===== src/rtl/vga_sync_decoder.sv =====
// vga_sync_decoder: recovers the pixel column and line from a pair of
// active-low VGA sync inputs. Free-running counters are re-phased on every
// sync falling edge, and a small FSM decides when the recovered timing can be
// trusted (locked). Any timing violation while locked raises a one-cycle
// sync_error pulse. The pulse is also counted in a saturating counter.
//
// Timing parameters default to 640x480@60. All outputs are decoded from
// registered state, so each output lags the sync inputs by exactly one cycle.
module vga_sync_decoder #(
    parameter int H_ACTIVE     = 640,
    parameter int H_SYNC_START = 656,
    parameter int H_SYNC_END   = 752,
    parameter int H_TOTAL      = 800,
    parameter int V_ACTIVE     = 480,
    parameter int V_SYNC_START = 490,
    parameter int V_SYNC_END   = 492,
    parameter int V_TOTAL      = 525,
    parameter int LOCK_LINES   = 4
) (
    input  logic       clk_25MHz,
    input  logic       rst_n,
    input  logic       hsync_in,
    input  logic       vsync_in,
    output logic [9:0] H_Count_Out,
    output logic [9:0] V_Count_Out,
    output logic       video_on,
    output logic       locked,
    output logic       frame_start,
    output logic       sync_error,
    output logic [7:0] error_count,
    output logic [1:0] state_dbg
);

    typedef enum logic [1:0] {
        SEARCH  = 2'd0,
        ACQUIRE = 2'd1,
        LOCKED  = 2'd2
    } state_t;

    localparam logic [9:0] H_ACT  = 10'(H_ACTIVE);
    localparam logic [9:0] H_SS   = 10'(H_SYNC_START);
    localparam logic [9:0] H_SE   = 10'(H_SYNC_END);
    localparam logic [9:0] H_LAST = 10'(H_TOTAL - 1);
    localparam logic [9:0] V_ACT  = 10'(V_ACTIVE);
    localparam logic [9:0] V_SS   = 10'(V_SYNC_START);
    localparam logic [9:0] V_SE   = 10'(V_SYNC_END);
    localparam logic [9:0] V_LAST = 10'(V_TOTAL - 1);
    localparam logic [2:0] LOCK_MIN = 3'(LOCK_LINES);
    // The timeout counter wraps naturally: 1024 cycles without an hsync fall.
    localparam logic [9:0] TMO_LAST = 10'd1023;

    state_t     state;
    logic       hs_q, vs_q;
    logic       hs_prev, vs_prev;
    logic [9:0] h_cnt, v_cnt;
    logic [9:0] h_next, v_next;
    logic [2:0] good_cnt;
    logic [9:0] tmo_cnt;
    logic       hs_fall, hs_rise, vs_fall, vs_rise;
    logic       mismatch, timeout;

    // Input capture and edge history; idle level of both syncs is high.
    always_ff @(posedge clk_25MHz or negedge rst_n) begin
        if (!rst_n) begin
            hs_q    <= 1'b1;
            vs_q    <= 1'b1;
            hs_prev <= 1'b1;
            vs_prev <= 1'b1;
        end else begin
            hs_q    <= hsync_in;
            vs_q    <= vsync_in;
            hs_prev <= hs_q;
            vs_prev <= vs_q;
        end
    end

    // Edge detection, counter forcing and timing checks for the current cycle.
    always_comb begin
        hs_fall = hs_prev & ~hs_q;
        hs_rise = ~hs_prev & hs_q;
        vs_fall = vs_prev & ~vs_q;
        vs_rise = ~vs_prev & vs_q;

        // A falling sync edge re-phases its counter in the same cycle.
        H_Count_Out = hs_fall ? H_SS : h_cnt;
        V_Count_Out = vs_fall ? V_SS : v_cnt;

        // Checks compare against the free-running value, before forcing.
        mismatch = (hs_fall && (h_cnt != H_SS))
                || (vs_fall && ((v_cnt != V_SS) || (H_Count_Out != 10'd0)))
                || (hs_rise && (h_cnt != H_SE))
                || (vs_rise && (v_cnt != V_SE));

        timeout = !hs_fall && (tmo_cnt == TMO_LAST);
    end

    // Next position: counters continue from the (possibly forced) outputs.
    always_comb begin
        h_next = (H_Count_Out == H_LAST) ? 10'd0 : H_Count_Out + 10'd1;
        v_next = V_Count_Out;
        if (H_Count_Out == H_LAST) begin
            v_next = (V_Count_Out == V_LAST) ? 10'd0 : V_Count_Out + 10'd1;
        end
    end

    // Position counters run in every state.
    always_ff @(posedge clk_25MHz or negedge rst_n) begin
        if (!rst_n) begin
            h_cnt <= '0;
            v_cnt <= '0;
        end else begin
            h_cnt <= h_next;
            v_cnt <= v_next;
        end
    end

    // Cycles since the last hsync falling edge.
    always_ff @(posedge clk_25MHz or negedge rst_n) begin
        if (!rst_n) begin
            tmo_cnt <= '0;
        end else if (hs_fall || timeout) begin
            tmo_cnt <= '0;
        end else begin
            tmo_cnt <= tmo_cnt + 10'd1;
        end
    end

    // Lock FSM: SEARCH waits for hsync, ACQUIRE counts good lines, LOCKED tracks.
    always_ff @(posedge clk_25MHz or negedge rst_n) begin
        if (!rst_n) begin
            state    <= SEARCH;
            good_cnt <= '0;
        end else if (timeout) begin
            state    <= SEARCH;
            good_cnt <= '0;
        end else begin
            case (state)
                SEARCH: begin
                    if (hs_fall) begin
                        state    <= ACQUIRE;
                        good_cnt <= '0;
                    end
                end
                ACQUIRE: begin
                    if (mismatch) begin
                        good_cnt <= '0;
                    end else begin
                        if (hs_fall && (good_cnt != 3'd7)) begin
                            good_cnt <= good_cnt + 3'd1;
                        end
                        if (vs_fall && (good_cnt >= LOCK_MIN)) begin
                            state <= LOCKED;
                        end
                    end
                end
                LOCKED: begin
                    if (mismatch) begin
                        state <= SEARCH;
                    end
                end
                default: state <= SEARCH;
            endcase
        end
    end

    // Saturating count of error pulses; only reset clears it.
    always_ff @(posedge clk_25MHz or negedge rst_n) begin
        if (!rst_n) begin
            error_count <= '0;
        end else if (sync_error && (error_count != 8'hFF)) begin
            error_count <= error_count + 8'd1;
        end
    end

    // Status outputs decoded from the registered state.
    always_comb begin
        locked      = (state == LOCKED);
        sync_error  = locked && (mismatch || timeout);
        video_on    = locked && (H_Count_Out < H_ACT) && (V_Count_Out < V_ACT);
        frame_start = locked && (H_Count_Out == 10'd0) && (V_Count_Out == 10'd0);
        state_dbg   = state;
    end

endmodule


===== config.mk =====
export PLATFORM = sky130hd
export DESIGN_NAME = vga_sync_decoder
export DESIGN_NICKNAME = d
export VERILOG_FILES = /design/src/rtl/vga_sync_decoder.sv
export SDC_FILE = /design/constraint.sdc
export NUM_CORES = 1
export LEC_CHECK = 0
export BUFFER_PORTS_ARGS = -buffer_cell sky130_fd_sc_hd__buf_2
export CORE_ASPECT_RATIO = 1.2
export CORE_MARGIN = 4
export CORE_UTILIZATION = 30
export CTS_CLUSTER_DIAMETER = 150
export DETAILED_ROUTE_END_ITERATION = 10
export GPL_TIMING_DRIVEN = 0
export PLACE_DENSITY = 0.53
export SETUP_SLACK_MARGIN = 0.05
export SLEW_MARGIN = 25
export SYNTH_ARGS = -nofsm -noshare
export SYNTH_HDL_FRONTEND = slang
export SYNTH_SLANG_ARGS = --single-unit

===== constraint.sdc =====
create_clock -name clk_25MHz -period 6.95 [get_ports clk_25MHz]
set_clock_uncertainty 0.15 [all_clocks]
set_input_delay 1.0425 -clock clk_25MHz [delete_from_list [all_inputs] [get_ports clk_25MHz]]
set_output_delay 1.0425 -clock clk_25MHz [all_outputs]
set_load 0.03 [all_outputs]

==> results.json, run 1 <==
{
  "antenna_found_initial": 0,
  "drive_gt1_frac": 0.196,
  "endpoint_kind": "primary output",
  "period_needed_ns": 3.94,
  "critical_path_class": "reg -> out",
  "root_buffer": "clkbuf_8",
  "dieHeight_um": 109,
  "start_util": 0.312,
  "synthCells": 261,
  "drt-initial-drc-count": 60,
  "cts_setup_buffers": 0,
  "cp-startpoint": "hs_prev",
  "synth_top_area_cell": "dfrtp_1",
  "endpoint": "sync_error",
  "r2r_setup_slack_ns": 3.74,
  "pwr_density_cell_nw_per_um2": 196,
  "postSynthAreaPerCell_um2": 9.78,
  "rsz0062_at_grt": "false",
  "max_freq_ghz": 0.254,
  "r2r-end": "v_cnt[4]",
  "cts_made_buffers": 5,
  "cts_buffer_depth": 2,
  "num_antenna_cells": 0,
  "hold_violations": 0,
  "synthTopCellsByArea": "dfrtp_1 (42%), nor2_1 (4.3%), dfstp_2 (4.1%)",
  "setup_tns_ns": 0,
  "ys_top_cells_by_count": "dfrtp_1 (43), nor2_1 (29), nand2_1 (21)",
  "grt_pass1_vias": 1981,
  "clk_pin_slew_ns": 0.09,
  "synth_ff_type": "dfrtp_1",
  "wire_per_inst_um": 13.5,
  "period_share": 0.567,
  "final_area_um2": 2970,
  "slew_headroom": 0.596,
  "r2r_cells": 10,
  "portBuffers": 37,
  "tightest_slew_ns": 0.607,
  "crit_required_ns": 5.76,
  "path_max_fanout": 10,
  "ys_types": 50,
  "crit_arrival_ns": 2.75,
  "grt_max_degree": 48,
  "drc_errors": 0,
  "ys_ff_latch": 47,
  "dr.pass1.iters": 5,
  "worstHoldStart": "hs_q",
  "track_usage": 0.119,
  "gp_congestion": 0.831,
  "syn_nets": 273,
  "syn_to_final_growth_pct": 16.1,
  "ant_nets": 0,
  "num_io_pins": 38,
  "synth_edf_count": 0,
  "drv_slew": 0,
  "async_reset_ff_frac": 1.00,
  "num_vias": 2001,
  "cts_tree": "done",
  "yosys.area.top_type_share": 0.421,
  "status": "finished clean",
  "cts_resized": 0,
  "htreeDepth": 2,
  "drt_wl_total_um": 5670,
  "vias_per_cell": 4.76,
  "maxCapViolations": 0,
  "numClockSinks": 47,
  "clock_latency_ns": 0.30,
  "r2r_start": "hs_q",
  "die_w_um": 92.2,
  "critPathLaunchType": "register",
  "setup_viol": 0,
  "ys_warn_count": 0,
  "yosysSeqAreaShare": 0.463,
  "synth_area_um2": 2550,
  "ctsHoldBuffers": 0,
  "p_leak_nw": 1.38,
  "nets": 317,
  "hold_path.class": "reg -> reg",
  "die-area_um2": 10100,
  "core_um2": 8200,
  "place_area_um2": 2880,
  "fin_util": 0.362,
  "std_cell_rows": 36,
  "dpl.hpwl_um": 4300,
  "ir_worst_vdd_mv": 0.0599,
  "grt_pass1_wl_um": 9720,
  "yosysMostFrequentCell": "dfrtp_1",
  "grt-ovfl-total": 0
}
[registers in the layout, indices dropped and copies added (netlist names)]
name,cells
vs_prev,1
error_count,8
vs_q,1
state_dbg,2
h_cnt,10
good_cnt,3
hs_prev,1
hs_q,1
v_cnt,10
tmo_cnt,10
[power by group]
group	switching [mW]	internal (mW)
registers	0.0229	0.295
logic	0.0641	0.0371
clock network	0.0902	0.0708
total	0.177	0.403
[cells by family (layout without fill, tap and decap cells)]
family	count (synthesis)	count (layout)	synth area share
xor gates and xnor gates	20	20	0.0686
adders and majority gates	8	8	0.0392
buffers and inverters	21	66	0.0353
AOI/OAI and AO/OA	27	27	0.0740
muxes	7	7	0.0294
and+or+nand+nor	131	131	0.291
DFF	47	47	0.463
[how the worst min path moves through the flow]
stage | to | slack (ns) | cells past startpoint
global route | vs_prev | 0.25 | 0
floorplan | vs_prev | 0.21 | 0
global placement | vs_prev | 0.23 | 0
detailed placement | vs_prev | 0.23 | 0
CTS | vs_prev | 0.24 | 0
finish | hs_prev | 0.24 | 0
[layer usage]
layer  share of wire  global-route usage  wire length, um
met5               0                   0                0
met1            0.47               0.156             2650
met3           0.039              0.0262              221
met4           0.016              0.0382               88
met2            0.48               0.196             2710
[worst max-delay path, stage by stage, from the launching register on]
cell and delay, ns:
dfstp_2 0.54, or2b_2 0.36, buf_2 0.22, nand2_1 0.11
ha_1 0.16, and4b_1 0.23, a41oi_1 0.17, o31a_1 0.32
buf_2 0.17, buf_2 0.19
[per-stage QoR]
step | hold slack [ns] | setup WS [ns] | power [mW] | cells
5_1_grt | 0.247 | 2.81 | 0.614 | 420
2_1_floorplan | 0.215 | 3.44 | 0.393 | 261
4_1_cts | 0.241 | 2.95 | 0.592 | 420
3_5_place_dp | 0.228 | 3.29 | 0.427 | 412
6_report | 0.237 | 3.01 | 0.581 | 420
3_3_place_gp | 0.226 | 3.30 | 0.425 | 412
[cell type report]
type | instances | area (um^2)
Buffer | 8 | 41.3
Clock buffer | 7 | 76.3
Clock inverter | 1 | 5.00
Fill cell | 899 | 5230
Inverter | 13 | 48.8
Multi-Input combinational cell | 193 | 1280
Sequential cell | 47 | 1180
Tap cell | 114 | 143
Timing Repair Buffer | 37 | 188
[cell usage in the layout (no fill, tap or decap), drive strengths merged, types with 8 or more instances in the layout]
cell / n
nand3: 16
and2: 8
xnor2: 9
and3: 9
clkbuf: 11
xor2: 11
inv: 13
buf: 41
dfrtp: 43
ha: 8
nand2: 21
nand2b: 10
nor2: 30
a21oi: 8
Power figures use the tool's default switching activity.
==> run 2: changes to the inputs <==
Settings changed: ABC_AREA from default to 1.
Clock period 6.95 ns to 4.1 ns, I/O delays scaled along.
==> run 2 against run 1 <==
Global-route usage is 0.86 points higher. Worst setup slack worse by 2.3 ns. Synthesized area is 7.0% higher. Final cell count is 23% higher. Final area is 6.8% higher. Hold slack worse by 0.061 ns. Wire length is 12% higher. Die area is 6.4% higher. First-iteration DRC count is 10% lower.
==> results.json, run 2 <==
{
  "status": "finished clean",
  "layout_commonest_cell": "nand2_1",
  "gp_congestion": 0.832,
  "num_vias": 2416,
  "setup_viol": 0,
  "fin_cells": 516,
  "clk_pin_slew_ns": 0.09,
  "ant_nets": 0,
  "antenna_found_initial": 0,
  "ys_warn_count": 0,
  "num_antenna_cells": 0,
  "endpoint_kind": "primary output",
  "crit_required_ns": 3.34,
  "drt_wl_total_um": 6320,
  "die_w_um": 95.1,
  "ctsHoldBuffers": 0,
  "core_um2": 8750,
  "rsz0062_at_grt": "false",
  "cts_tree": "done",
  "wire_per_inst_um": 12.2,
  "dieHeight_um": 113,
  "cts_setup_buffers": 0,
  "cts_made_buffers": 5,
  "cts_buffer_depth": 2,
  "syn_to_final_growth_pct": 15.9,
  "dpl.hpwl_um": 4750,
  "track_usage": 0.128,
  "htreeDepth": 2,
  "r2r-end": "error_count[2]",
  "grt_max_degree": 48,
  "r2r_cells": 15,
  "async_reset_ff_frac": 1.00,
  "maxCapViolations": 0,
  "nets": 410,
  "p_leak_nw": 1.52,
  "synth_edf_count": 0,
  "drv_slew": 0,
  "postSynthAreaPerCell_um2": 7.72,
  "drt-initial-drc-count": 54,
  "hold_path.class": "in -> async",
  "start_util": 0.312,
  "setup_tns_ns": 0,
  "final_area_um2": 3170,
  "drive_gt1_frac": 0.163,
  "yosysSeqAreaShare": 0.432,
  "r2r_start": "hs_prev",
  "slew_headroom": 0.576,
  "drc_errors": 0,
  "grt_pass1_wl_um": 11100,
  "dr.pass1.iters": 4,
  "critical_path_class": "reg -> out",
  "ys_types": 28,
  "path_max_fanout": 10,
  "ir_worst_vdd_mv": 0.198,
  "std_cell_rows": 37,
  "clock_latency_ns": 0.31,
  "numClockSinks": 47,
  "reg_top3": "h_cnt: 10 flops, tmo_cnt: 10 flops, v_cnt: 10 flops",
  "pwr_density_cell_nw_per_um2": 426,
  "critPathLaunchType": "register",
  "finalPower_mw": 1.35,
  "period_share": 0.828,
  "yosysMostFrequentCell": "nand2_1",
  "num_io_pins": 38,
  "synth_area_um2": 2730,
  "synthCells": 354,
  "period_needed_ns": 3.40,
  "dp_slack_ns": 1.05,
  "cts_resized": 0,
  "r2r_setup_slack_ns": 1.41,
  "portBuffers": 37,
  "fin_ws_ns": 0.705,
  "place_area_um2": 3070,
  "die-area_um2": 10700,
  "synth_top_area_cell": "dfrtp_1",
  "root_buffer": "clkbuf_8",
  "yosys.area.top_type_share": 0.394,
  "syn_nets": 366,
  "synth_ff_type": "dfrtp_1",
  "synthTopCellsByArea": "dfrtp_1 (39%), nand2_1 (8.7%), inv_1 (7.7%)",
  "crit_arrival_ns": 2.63,
  "grt_pass1_vias": 2399,
  "place_inst": 508,
  "tightest_slew_ns": 0.635,
  "vias_per_cell": 4.68,
  "grt-ovfl-total": 0,
  "mostFrequentLayoutCells": "nand2_1 (63), inv_1 (56), nor2_1 (55)",
  "max_freq_ghz": 0.295,
  "ys_top_cells_by_count": "nand2_1 (63), inv_1 (56), nor2_1 (55)",
  "ys_ff_latch": 47,
  "hold_violations": 0
}
==> run 2: cell count changes in the layout (fill, tap and decap cells not counted), sizes merged, moves of 10 or more <==
| cell | delta |
|---|---|
| inv | +43 |
| nand2 | +45 |
| nand2b | -10 |
| nand3 | +17 |
| nor2 | +28 |
| o21ai | +13 |
==> run 2: layout make-up <==
cell class / instances / area (um^2)
Fill cell: 959 / 5580
Tap cell: 117 / 146
Multi-Input combinational cell: 249 / 1320
Sequential cell: 47 / 1180
Timing Repair Buffer: 37 / 188
Buffer: 2 / 22.5
Inverter: 56 / 210
Clock buffer: 8 / 100
==> run 2: where the power goes <==
part           switching (mW)  internal [mW]
clock                   0.164          0.154
combinational           0.299          0.135
sequential             0.0634          0.533
total                   0.526          0.822
==> run 2: worst max path at each step <==
stage	cells after the start	to	start
after global routing	15	sync_error	hs_prev
after detailed placement	15	sync_error	hs_prev
after CTS	15	sync_error	hs_prev
final	15	sync_error	hs_prev
after global placement	15	sync_error	hs_prev
after floorplan	4	video_on	state_dbg[1]
==> run 2: per-stage QoR <==
step | util | hold slack [ns]
2_1_floorplan | - | 0.169
3_3_place_gp | 0.350 | 0.225
3_5_place_dp | 0.350 | 0.228
4_1_cts | 0.362 | 0.202
5_1_grt | 0.362 | 0.224
6_report | 0.362 | 0.176
==> run 2: cell families after synthesis <==
family / after synthesis / share of synthesized area
adder cells (fa/ha/maj): 8 / 0.0366
flip-flops: 47 / 0.432
AND/OR/NAND/NOR: 190 / 0.324
buffers and inverters: 58 / 0.0852
AO/OA/AOI/OAI: 34 / 0.0673
XOR/XNOR: 17 / 0.0545
==> run 2: critical path, stage by stage, from the launching register on <==
cell and delay, ns:
dfstp_2 0.54, inv_1 0.05, nor2_2 0.36, nor2_1 0.16, inv_1 0.09, ha_1 0.14, inv_1 0.04, nor2_1 0.08
nand3_1 0.11, nor2_1 0.10, nand3_1 0.10, nand2_2 0.15, nand3_2 0.12, nand2_1 0.08, inv_1 0.04, buf_2 0.17
==> run 2: layer usage <==
metal	routed length (um)	up-vias	share of wire	GRT usage
met3	249	13	0.039	0.0275
met1	2950	1127	0.47	0.166
met5	0	-	0	0
li1	-	1225	-	-
met2	2990	51	0.47	0.207
met4	127	0	0.020	0.0462
